[config.mk]
export PLATFORM = sky130hd
export DESIGN_NAME = reset_sequencer
export DESIGN_NICKNAME = d
export VERILOG_FILES = /design/src/rtl/reset_seq_pkg.sv /design/src/rtl/reset_seq_timer.sv /design/src/rtl/reset_sequencer.sv
export SDC_FILE = /design/constraint.sdc
export NUM_CORES = 1
export LEC_CHECK = 0
export ABC_AREA = 0
export BUFFER_PORTS_ARGS = -buffer_cell sky130_fd_sc_hd__buf_2
export CAP_MARGIN = 20
export CORE_AREA = 2 2 39 41
export CTS_CLUSTER_DIAMETER = 60
export DETAILED_ROUTE_END_ITERATION = 8
export DIE_AREA = 0 0 41 43
export PLACE_DENSITY_LB_ADDON = 0.12
export SYNTH_ARGS = -nofsm -noshare
export SYNTH_HDL_FRONTEND = slang
export SYNTH_SLANG_ARGS = --single-unit
[constraint.sdc]
create_clock -name clk -period 2.4 [get_ports clk]
set_input_delay 0.48 -clock clk [delete_from_list [all_inputs] [get_ports clk]]
set_output_delay 0.48 -clock clk [all_outputs]
set_load 0.01 [all_outputs]
[src/rtl/reset_seq_pkg.sv]
// Shared state encoding and reset-cause codes for the reset sequencer.
package reset_seq_pkg;
  typedef enum logic [1:0] {ASSERT, RELEASE, RUN} rst_state_t;

  localparam logic [1:0] CAUSE_POR = 2'b00;
  localparam logic [1:0] CAUSE_SW  = 2'b01;
  localparam logic [1:0] CAUSE_WDT = 2'b10;
endpackage

[src/rtl/reset_seq_timer.sv]
// Clearable up-counter; tc flags the enabled cycle in which the count equals limit.
module reset_seq_timer #(
  parameter int CNT_W = 2
) (
  input  logic             clk,
  input  logic             clr,
  input  logic             en,
  input  logic [CNT_W-1:0] limit,
  output logic             tc
);
  logic [CNT_W-1:0] cnt;

  always_ff @(posedge clk) begin
    if (clr)     cnt <= '0;
    else if (en) cnt <= cnt + 1'b1;
  end

  assign tc = en && (cnt == limit);
endmodule

[src/rtl/reset_sequencer.sv]
// Staggered per-stage reset release: hold all stages, then drop them one at a time.
module reset_sequencer
  import reset_seq_pkg::*;
#(
  parameter int NUM_STAGES  = 3,
  parameter int HOLD_CYCLES = 3,
  parameter int GAP_CYCLES  = 2
) (
  input  logic                  clk,
  input  logic                  rst,
  input  logic                  sw_req,
  input  logic                  wdt_req,
  output logic [NUM_STAGES-1:0] stage_rst,
  output logic                  busy,
  output logic                  done,
  output logic [1:0]            cause
);
  localparam int MAX_CYC = (HOLD_CYCLES > GAP_CYCLES) ? HOLD_CYCLES : GAP_CYCLES;
  localparam int CNT_W   = $clog2(MAX_CYC + 1);
  localparam int IDX_W   = $clog2(NUM_STAGES + 1);
  localparam logic [CNT_W-1:0] HOLD_LIM = CNT_W'(HOLD_CYCLES - 1);
  localparam logic [CNT_W-1:0] GAP_LIM  = CNT_W'(GAP_CYCLES - 1);
  localparam logic [IDX_W-1:0] LAST_IDX = IDX_W'(NUM_STAGES - 1);

  rst_state_t            state, state_n;
  logic [NUM_STAGES-1:0] stage_n;
  logic [IDX_W-1:0]      idx, idx_n;
  logic                  busy_n, done_n;
  logic [1:0]            cause_n;
  logic                  clr, en, tc;
  logic [CNT_W-1:0]      limit;
  logic                  req;

  assign req = sw_req | wdt_req;

  reset_seq_timer #(.CNT_W(CNT_W)) u_timer (
    .clk   (clk),
    .clr   (clr | rst),
    .en    (en),
    .limit (limit),
    .tc    (tc)
  );

  always_ff @(posedge clk) begin
    if (rst) begin
      state     <= ASSERT;
      stage_rst <= '1;
      idx       <= '0;
      busy      <= 1'b1;
      done      <= 1'b0;
      cause     <= CAUSE_POR;
    end else begin
      state     <= state_n;
      stage_rst <= stage_n;
      idx       <= idx_n;
      busy      <= busy_n;
      done      <= done_n;
      cause     <= cause_n;
    end
  end

  // Stages release from bit 0 upward, so each release is a left shift of the mask.
  always_comb begin
    state_n = state;
    stage_n = stage_rst;
    idx_n   = idx;
    busy_n  = busy;
    done_n  = 1'b0;
    cause_n = cause;
    clr     = 1'b0;
    en      = 1'b0;
    limit   = HOLD_LIM;
    if (req) begin
      state_n = ASSERT;
      stage_n = '1;
      idx_n   = '0;
      busy_n  = 1'b1;
      cause_n = (sw_req ? CAUSE_SW : CAUSE_POR) | (wdt_req ? CAUSE_WDT : CAUSE_POR);
      clr     = 1'b1;
    end else begin
      case (state)
        ASSERT: begin
          en    = 1'b1;
          limit = HOLD_LIM;
          if (tc) begin
            stage_n = stage_rst << 1;
            clr     = 1'b1;
            idx_n   = IDX_W'(1);
            if (NUM_STAGES == 1) begin
              state_n = RUN;
              busy_n  = 1'b0;
              done_n  = 1'b1;
            end else begin
              state_n = RELEASE;
            end
          end
        end
        RELEASE: begin
          en    = 1'b1;
          limit = GAP_LIM;
          if (tc) begin
            stage_n = stage_rst << 1;
            clr     = 1'b1;
            idx_n   = idx + 1'b1;
            if (idx == LAST_IDX) begin
              state_n = RUN;
              busy_n  = 1'b0;
              done_n  = 1'b1;
            end
          end
        end
        RUN:     ;
        default: state_n = ASSERT;
      endcase
    end
  end
endmodule

==> results of run 1 <==
[logic make-up (layout without fill, tap and decap cells)]
group	after synthesis	after routing	synth area share
buf+inv	4	17	0.0302
compound gates	12	12	0.123
fa+ha+maj	1	1	0.0233
simple gates	29	29	0.291
flops	13	13	0.484
xor+xnor	3	3	0.0488
[layer usage]
metal / routed length, microns / part of all wire / up-vias / GRT usage
met5: 0 / 0 / - / 0
met4: 38 / 0.040 / 0 / 0.120
met3: 43 / 0.045 / 5 / 0.0628
met2: 372 / 0.39 / 11 / 0.163
met1: 492 / 0.52 / 178 / 0.171
li1: - / - / 238 / -
[cell type report]
cell class / instances / area share
Timing Repair Buffer: 10 / 0.0795
Tap cell: 16 / 0.0318
Multi-Input combinational cell: 45 / 0.416
Inverter: 3 / 0.0179
Sequential cell: 13 / 0.414
Clock buffer: 4 / 0.0417
[per-stage QoR]
| stage | instance area, sq um | utilization | instances | hold slack (ps) | total power, mW |
|---|---|---|---|---|---|
| 2_1_floorplan | 538 | - | 62 | 440 | 0.237 |
| 3_3_place_gp | 603 | 0.436 | 87 | 431 | 0.246 |
| 3_5_place_dp | 603 | 0.436 | 87 | 436 | 0.246 |
| 4_1_cts | 629 | 0.455 | 91 | 390 | 0.384 |
| 5_1_grt | 629 | 0.455 | 91 | 381 | 0.399 |
| 6_report | 629 | 0.455 | 91 | 398 | 0.378 |
[power by group through the flow]
stage | clock, mW | sequential [mW] | combinational [mW]
floorplan | 0 | 0.226 | 0.0111
global placement | 0 | 0.225 | 0.0211
detailed placement | 0 | 0.225 | 0.0213
CTS | 0.142 | 0.220 | 0.0214
global route | 0.155 | 0.220 | 0.0238
finish | 0.137 | 0.220 | 0.0211
[worst max-delay path, stage by stage, from the launching register on]
cell and delay, ps:
dfxtp_1 440, and3b_1 200, o21ai_1 390, nand2_1 140, nor2_1 120
[registers in the layout, summed over array words and instances (netlist names)]
name	count
busy	1
cause	2
done	1
idx	2
stage_rst	3
state	2
u_timer.cnt	2
[cell usage in the layout, fill, tap and decap left out, drive strengths merged]
cell type and count:
or3 2, inv 3, ha 1, a311oi 1, nand3 1, xnor2 3
and3b 1, nor3 4, nor2 9, buf 10, clkbuf 4, nand4 1
dfxtp 13, nor3b 1, and2b 1, nand2 7, a21oi 9, nor2b 1
nand2b 1, o21a 1, o21ai 1
[worst max path at each step]
stage	startpoint	endpoint	slack [ps]
6_report	u_timer.cnt[1]	u_timer.cnt[1]	1050
5_1_grt	u_timer.cnt[1]	u_timer.cnt[0]	890
4_1_cts	u_timer.cnt[1]	u_timer.cnt[1]	1050
3_5_place_dp	sw_req	stage_rst[1]	830
3_3_place_gp	sw_req	stage_rst[1]	840
2_1_floorplan	sw_req	stage_rst[1]	1080
==> results.json, run 1 <==
{
  "outcome": "finished clean",
  "dr.pass1.iters": 4,
  "viasPerCell": 4.75,
  "antenna_found_initial": 0,
  "drive_gt1_frac": 0.200,
  "cp_data_required_time_ps": 2620,
  "switching_share": 0.230,
  "cts_max_path_buffers": 2,
  "rsz0062_at_grt": "false",
  "htree_levels": 1,
  "finalSetupViolCount": 0,
  "drv_slew": 0,
  "comb_power_share": 0.056,
  "seq_area_sq_um": 260,
  "ys_seq_elements": 13,
  "grt_pass1_wl_microns": 1500,
  "p_int_uw": 291,
  "min_to": "cause[0]",
  "synth_area_sq_um": 538,
  "start_util": 0.389,
  "p_switching_uw": 87.1,
  "cp_data_arrival_time_ps": 1570,
  "r2r_end": "u_timer.cnt[1]",
  "grt_remaining_overflow": 0,
  "routabilityCongestion": 0.753,
  "fin_tns_setup_ps": 0,
  "crit_type": "reg2reg",
  "cts.clk_slew.worst_paths_ps": 70,
  "reg2reg_depth": 4,
  "pwr-share-seq": 0.581,
  "portBuffers": 10,
  "min_path_type": "in2reg",
  "finalHoldViolations": 0,
  "grt_pass1_vias": 368,
  "dp_hpwl_microns": 697,
  "ys_warn_count": 0,
  "cts_sinks": 13,
  "synth_common_cells": "dfxtp_1 (13), a21oi_1 (9), nor2_1 (9), nand2_1 (7)",
  "cp-start-kind": "flop",
  "timing.final.crit_share": 0.563,
  "crit_fanout": 7,
  "synth_ff_type": "dfxtp_1",
  "ys_seq_area_frac": 0.484,
  "dieArea_sq_mm": 0.00176,
  "cts_buffers": 3,
  "postSynth.asyncResetShare": 0,
  "cts_resized": 0,
  "slew_headroom": 0.688,
  "row_count": 14,
  "multi_input_area_sq_um": 262,
  "drc": 0,
  "chipWidth_microns": 41,
  "avgSynthCellArea_sq_um": 8.68,
  "routedWlPerCell_microns": 10.4,
  "p_per_area_mw_per_mm2": 601,
  "core_area_sq_mm": 0.00138,
  "nets": 81,
  "hp-start": "rst",
  "leakage_nw": 0.239,
  "yosys-top-cells-area": "dfxtp_1 (48%), a21oi_1 (8.4%), nor2_1 (6.3%), nand2_1 (4.9%), xnor2_1 (4.9%)",
  "hold_depth": 2,
  "synth_top_cell_area_share": 0.484,
  "vias": 432,
  "drt-total-wl_microns": 947,
  "r2r_slack_ps": 1050,
  "synth-edff-count": 0,
  "drtAntennaViolNets": 0,
  "synthCells": 62,
  "grt_usage": 0.135,
  "area_delta_synth_final_pct": 17.0,
  "synth_cell_types": 21,
  "worst_pin_slew_ps": 465,
  "clkLatencyLatePin_ps": 280,
  "vdd_ir_drop_max_mv": 0.246,
  "yosysMostFrequentCell": "dfxtp_1",
  "antennaDiodeCount": 0,
  "end_kind": "flop",
  "syn_nets": 67,
  "max_freq_ghz": 0.741,
  "fin_ws_ps": 1050,
  "ios": 11,
  "clockRootBuffer": "clkbuf_4",
  "fin_crit_ps": 1350,
  "pre_cts_ws_ps": 835,
  "holdBufCountCts": 0,
  "yosysTopAreaCell": "dfxtp_1",
  "initialDrtViolationCount": 7,
  "cts_setup_buffers": 0,
  "grt_max_degree": 10,
  "cts_tree": "yes",
  "r2r_start": "u_timer.cnt[1]",
  "die_y_microns": 43,
  "fillers": 142,
  "pwr-share-clk": 0.363,
  "maxCapViolations": 0,
  "finClkSkew_ps": 5.94
}
(Power assumes the default switching activity.)
==> run 2: changes to the inputs <==
Clock period 2.4 ns to 1.2 ns, I/O delays scaled along.
==> run 2 against run 1 <==
  * Cell area is 26% higher
  * Register-to-register slack worse by 1000 ps
  * Global-route usage up 2.2 points
  * Via count up 19%
  * Non-clock buffer count increased by 16
  * Sequential share of layout area down 7.9 points
  * Utilization increased by 12 points
  * Sequential power increased by 100%
  * Critical endpoint is now idx[1]
  * Largest power group unchanged
  * Highest routed layer unchanged
==> results.json, run 2 (synthesis results as in run 1) <==
{
  "grt_pass1_wl_microns": 1850,
  "drv_slew": 0,
  "path_buf_inv": 1,
  "fillers": 126,
  "htree_levels": 1,
  "layout_commonest_cell": "buf_4",
  "antenna_found_initial": 0,
  "chipWidth_microns": 41,
  "grt_usage": 0.157,
  "min_path_type": "in2reg",
  "slew_headroom": 0.805,
  "mostFrequentLayoutCells": "buf_4 (16), buf_2 (10), nor2_1 (9), a21oi_1 (9), dfxtp_1 (9)",
  "cp_slowest_cell": "dfxtp_1",
  "finalSetupViolCount": 0,
  "vias": 516,
  "core_area_sq_mm": 0.00138,
  "antennaDiodeCount": 0,
  "cp_data_arrival_time_ps": 1400,
  "nets": 97,
  "p_per_area_mw_per_mm2": 993,
  "path_delay_family": "flip-flops",
  "grt-busiest-layer": "met2",
  "die_y_microns": 43,
  "largest-register": "stage_rst",
  "stdcell_count": 107,
  "leakage_nw": 0.329,
  "dieArea_sq_mm": 0.00176,
  "grt_remaining_overflow": 0,
  "drt-total-wl_microns": 1170,
  "routedWlPerCell_microns": 10.9,
  "initialDrtViolationCount": 6,
  "cp_data_required_time_ps": 1410,
  "drc": 0,
  "met1_usage": 0.192,
  "crit_fanout": 4,
  "outcome": "finished clean",
  "dp_hpwl_microns": 865,
  "fin_tns_setup_ps": 0,
  "pre_cts_ws_ps": -84.0,
  "start_util": 0.389,
  "row_count": 14,
  "portBuffers": 10,
  "cts_tree": "yes",
  "final_design_area_no_fill_sq_um": 793,
  "finClkSkew_ps": 10.2,
  "power_uw": 788,
  "rsz0062_at_grt": "true",
  "drive_gt1_frac": 0.440,
  "area_delta_synth_final_pct": 47.4,
  "post_dp_cell_area_sq_um": 716,
  "routabilityCongestion": 0.846,
  "worst_pin_slew_ps": 292,
  "hold_slack_ps": 218,
  "dr.pass1.iters": 4,
  "ios": 11,
  "holdBufCountCts": 0,
  "cts_buffers": 3,
  "fin_crit_ps": 1190,
  "largest_reg_flops": 3,
  "clockRootBuffer": "clkbuf_4",
  "vdd_ir_drop_max_mv": 0.450,
  "max_stage_delay_ps": 440,
  "cts_max_path_buffers": 2,
  "crit_type": "reg2reg",
  "clkLatencyLatePin_ps": 280,
  "grt_max_degree": 8,
  "end_kind": "flop",
  "cp-start-kind": "flop",
  "cp_cell_sequence": "buf_4 > nand3_2 > or3_1 > a21oi_1",
  "dp_cells": 102,
  "drtAntennaViolNets": 0,
  "fin_util": 0.573,
  "max_freq_ghz": 0.842,
  "cts_sinks": 13,
  "use_met3": 0.0314,
  "timing.final.crit_share": 0.990,
  "finalHoldViolations": 0,
  "grt_pass1_vias": 479,
  "maxCapViolations": 0,
  "use_met2": 0.238,
  "viasPerCell": 4.82,
  "cts.clk_slew.worst_paths_ps": 90,
  "fin_ws_ps": 11.8
}
## run 2: path summary, 6_finish.rpt
check / startpoint / endpoint / slack, ps / cells after the start
max: state[0] / idx[1] / 10 / 4
min: rst / cause[0] / 220 / 3
max reg2reg: state[0] / idx[1] / 10 / 4
min reg2reg: busy / busy / 440 / 2
## run 2: worst reg2reg max path: cells and delay by family, from the launching register on
kind / cells / cell delay, ps
AND/OR/NAND/NOR: 2 / 410
flip-flops: 1 / 440
buffers and inverters: 1 / 150
AO/OA/AOI/OAI: 1 / 120
## run 2: where the power goes
group          switching (mW)  total, mW  internal [mW]
clock                   0.154      0.283          0.129
sequential            0.00307      0.439          0.436
combinational          0.0324     0.0657         0.0334
## run 2: metal layers
| metal | vias up | wire (microns) | share of wire |
|---|---|---|---|
| met4 | 0 | 9 | 0.0077 |
| met3 | 2 | 42 | 0.036 |
| li1 | 271 | - | - |
| met1 | 235 | 533 | 0.46 |
| met2 | 8 | 583 | 0.50 |
| met5 | - | 0 | 0 |
## run 2: final cells by class
cell class                      count  area [sq um]  area share
Multi-Input combinational cell     45           300       0.379
Sequential cell                    13           265       0.334
Timing Repair Buffer               26           170       0.215
Clock buffer                        4          26.3      0.0331
Tap cell                           16          20.0      0.0252
Inverter                            3          11.3      0.0142
## run 2: what timing repair did
action | CTS | global route
endpoints found under the setup margin | 7 | 6
pin swaps | 3 | 2
buffers inserted | 1 | 0
resized for setup | 3 | 8
==> run 3: changes to the inputs <==
Settings changed: CTS_BUF_LIST from default to sky130_fd_sc_hd__clkbuf_4 sky130_fd_sc_hd__clkbuf_8, MAX_ROUTING_LAYER from default to met4.
==> run 3 against run 2 <==
  * Worst hold slack better by 9.9 ps
  * Clock skew down 5.7 ps
  * Combinational power down 1%
  * Power up 1.6%
  * Critical path type unchanged
  * Largest power group unchanged
  * Highest routed layer unchanged
==> results.json, run 3 (synthesis results as in run 1) <==
{
  "cp_data_required_time_ps": 1410,
  "grt_pass1_vias": 468,
  "p_int_uw": 621,
  "antenna_found_initial": 0,
  "row_count": 14,
  "cp_data_arrival_time_ps": 1380,
  "hold_depth": 3,
  "hp-start": "rst",
  "cts_buffers": 3,
  "start_util": 0.389,
  "dieArea_sq_mm": 0.00176,
  "dp_hpwl_microns": 865,
  "finClkSkew_ps": 4.44,
  "chipWidth_microns": 41,
  "post_dp_cell_area_sq_um": 716,
  "outcome": "finished clean",
  "portBuffers": 10,
  "cp-start-kind": "flop",
  "area_delta_synth_final_pct": 44.7,
  "max_freq_ghz": 0.854,
  "r2r_start": "state[1]",
  "drt-total-wl_microns": 1160,
  "dp_cells": 102,
  "slew_headroom": 0.823,
  "cts_sinks": 13,
  "stdcell_count": 107,
  "holdBufCountCts": 0,
  "largest_reg_flops": 3,
  "min_to": "cause[0]",
  "drtAntennaViolNets": 0,
  "grt_remaining_overflow": 0,
  "leakage_nw": 0.334,
  "comb_power_share": 0.081,
  "pwr-share-clk": 0.370,
  "cts_max_path_buffers": 2,
  "fin_crit_ps": 1170,
  "antennaDiodeCount": 0,
  "layout_commonest_cell": "buf_4",
  "end_kind": "flop",
  "routabilityCongestion": 0.859,
  "mostFrequentLayoutCells": "buf_4 (16), dfxtp_1 (11), buf_2 (10)",
  "p_switching_uw": 179,
  "clkLatencyLatePin_ps": 270,
  "rsz0062_at_grt": "true",
  "nets": 97,
  "htree_levels": 1,
  "drc": 0,
  "initialDrtViolationCount": 7,
  "cts_tree": "yes",
  "switching_share": 0.224,
  "drive_gt1_frac": 0.407,
  "r2r_slack_ps": 30,
  "fillers": 133,
  "pwr-share-seq": 0.549,
  "largest-register": "stage_rst",
  "multi_input_area_sq_um": 284,
  "die_y_microns": 43,
  "dr.pass1.iters": 3,
  "seq_area_sq_um": 263,
  "grt_usage": 0.159,
  "r2r_end": "idx[1]",
  "worst_pin_slew_ps": 265,
  "crit_type": "reg2reg",
  "viasPerCell": 4.69,
  "grt_pass1_wl_microns": 1810,
  "grt_max_degree": 8,
  "clockRootBuffer": "clkbuf_4",
  "maxCapViolations": 0,
  "cts.clk_slew.worst_paths_ps": 80,
  "fin_tns_setup_ps": 0,
  "final_design_area_no_fill_sq_um": 778,
  "reg2reg_depth": 4,
  "crit_fanout": 3,
  "routedWlPerCell_microns": 10.8,
  "finalHoldViolations": 0,
  "core_area_sq_mm": 0.00138,
  "p_per_area_mw_per_mm2": 1030,
  "drv_slew": 0,
  "ios": 11,
  "finalSetupViolCount": 0,
  "min_path_type": "in2reg",
  "vias": 502,
  "vdd_ir_drop_max_mv": 0.501,
  "timing.final.crit_share": 0.976
}
run 3: cell types whose count changed in the layout (fill, tap and decap cells not counted):
cell      change
dfxtp_2       -2
nor3b_2       +1
dfxtp_1       +2
clkbuf_1      -1
nor3_2        -2
clkbuf_4      +1
nor3_1        +2
nor3b_4       -1
run 3: power groups by stage:
| stage | Clock [mW] | Sequential [mW] | Combinational [mW] |
|---|---|---|---|
| final | 0.296 | 0.439 | 0.0650 |
| after global routing | 0.328 | 0.440 | 0.0709 |
| after CTS | 0.319 | 0.439 | 0.0637 |
| after detailed placement | 0 | 0.449 | 0.0604 |
| after global placement | 0 | 0.449 | 0.0605 |
| after floorplan | 0 | 0.452 | 0.0221 |
run 3: worst max-delay path: stages, from the launching register on:
cell and delay [ps]:
dfxtp_2 340, nor3_4 210, nand3_2 120, or3_1 320, a21oi_1 120
run 3: timing repair:
action | CTS | global route
buffers inserted | 1 | 0
setup endpoints to repair | 7 | 6
resized for setup | 3 | 3
pin swaps | 3 | 2
run 3: final cells by class:
type                            instances  area share
Sequential cell                        13       0.338
Tap cell                               16      0.0257
Inverter                                3      0.0145
Clock buffer                            4      0.0386
Multi-Input combinational cell         45       0.365
Timing Repair Buffer                   26       0.219
run 3: routing by layer:
| layer | share of wire | wire, microns | track usage |
|---|---|---|---|
| met1 | 0.46 | 537 | 0.192 |
| met2 | 0.49 | 568 | 0.231 |
| met3 | 0.035 | 40 | 0.0314 |
| met4 | 0.0078 | 9 | 0.100 |
| met5 | 0 | 0 | - |
run 3: worst max path at each step:
stage | from | to | cells after the start
after floorplan | state[1] | idx[1] | 4
after global placement | sw_req | stage_rst[1] | 4
after detailed placement | u_timer.cnt[1] | u_timer.cnt[0] | 4
after CTS | state[1] | idx[1] | 4
after global routing | state[1] | idx[1] | 4
final | state[1] | idx[1] | 4
run 3: stage by stage:
stage / power (mW) / worst slack (ps) / hold WS [ps] / utilization
floorplan: 0.474 / 43.8 / 309 / -
detailed placement: 0.510 / -84.0 / 435 / 0.517
global placement: 0.510 / -75.6 / 428 / 0.517
CTS: 0.822 / -1.73 / 207 / 0.552
finish: 0.800 / 28.4 / 228 / 0.562
global route: 0.839 / -57.6 / 221 / 0.562
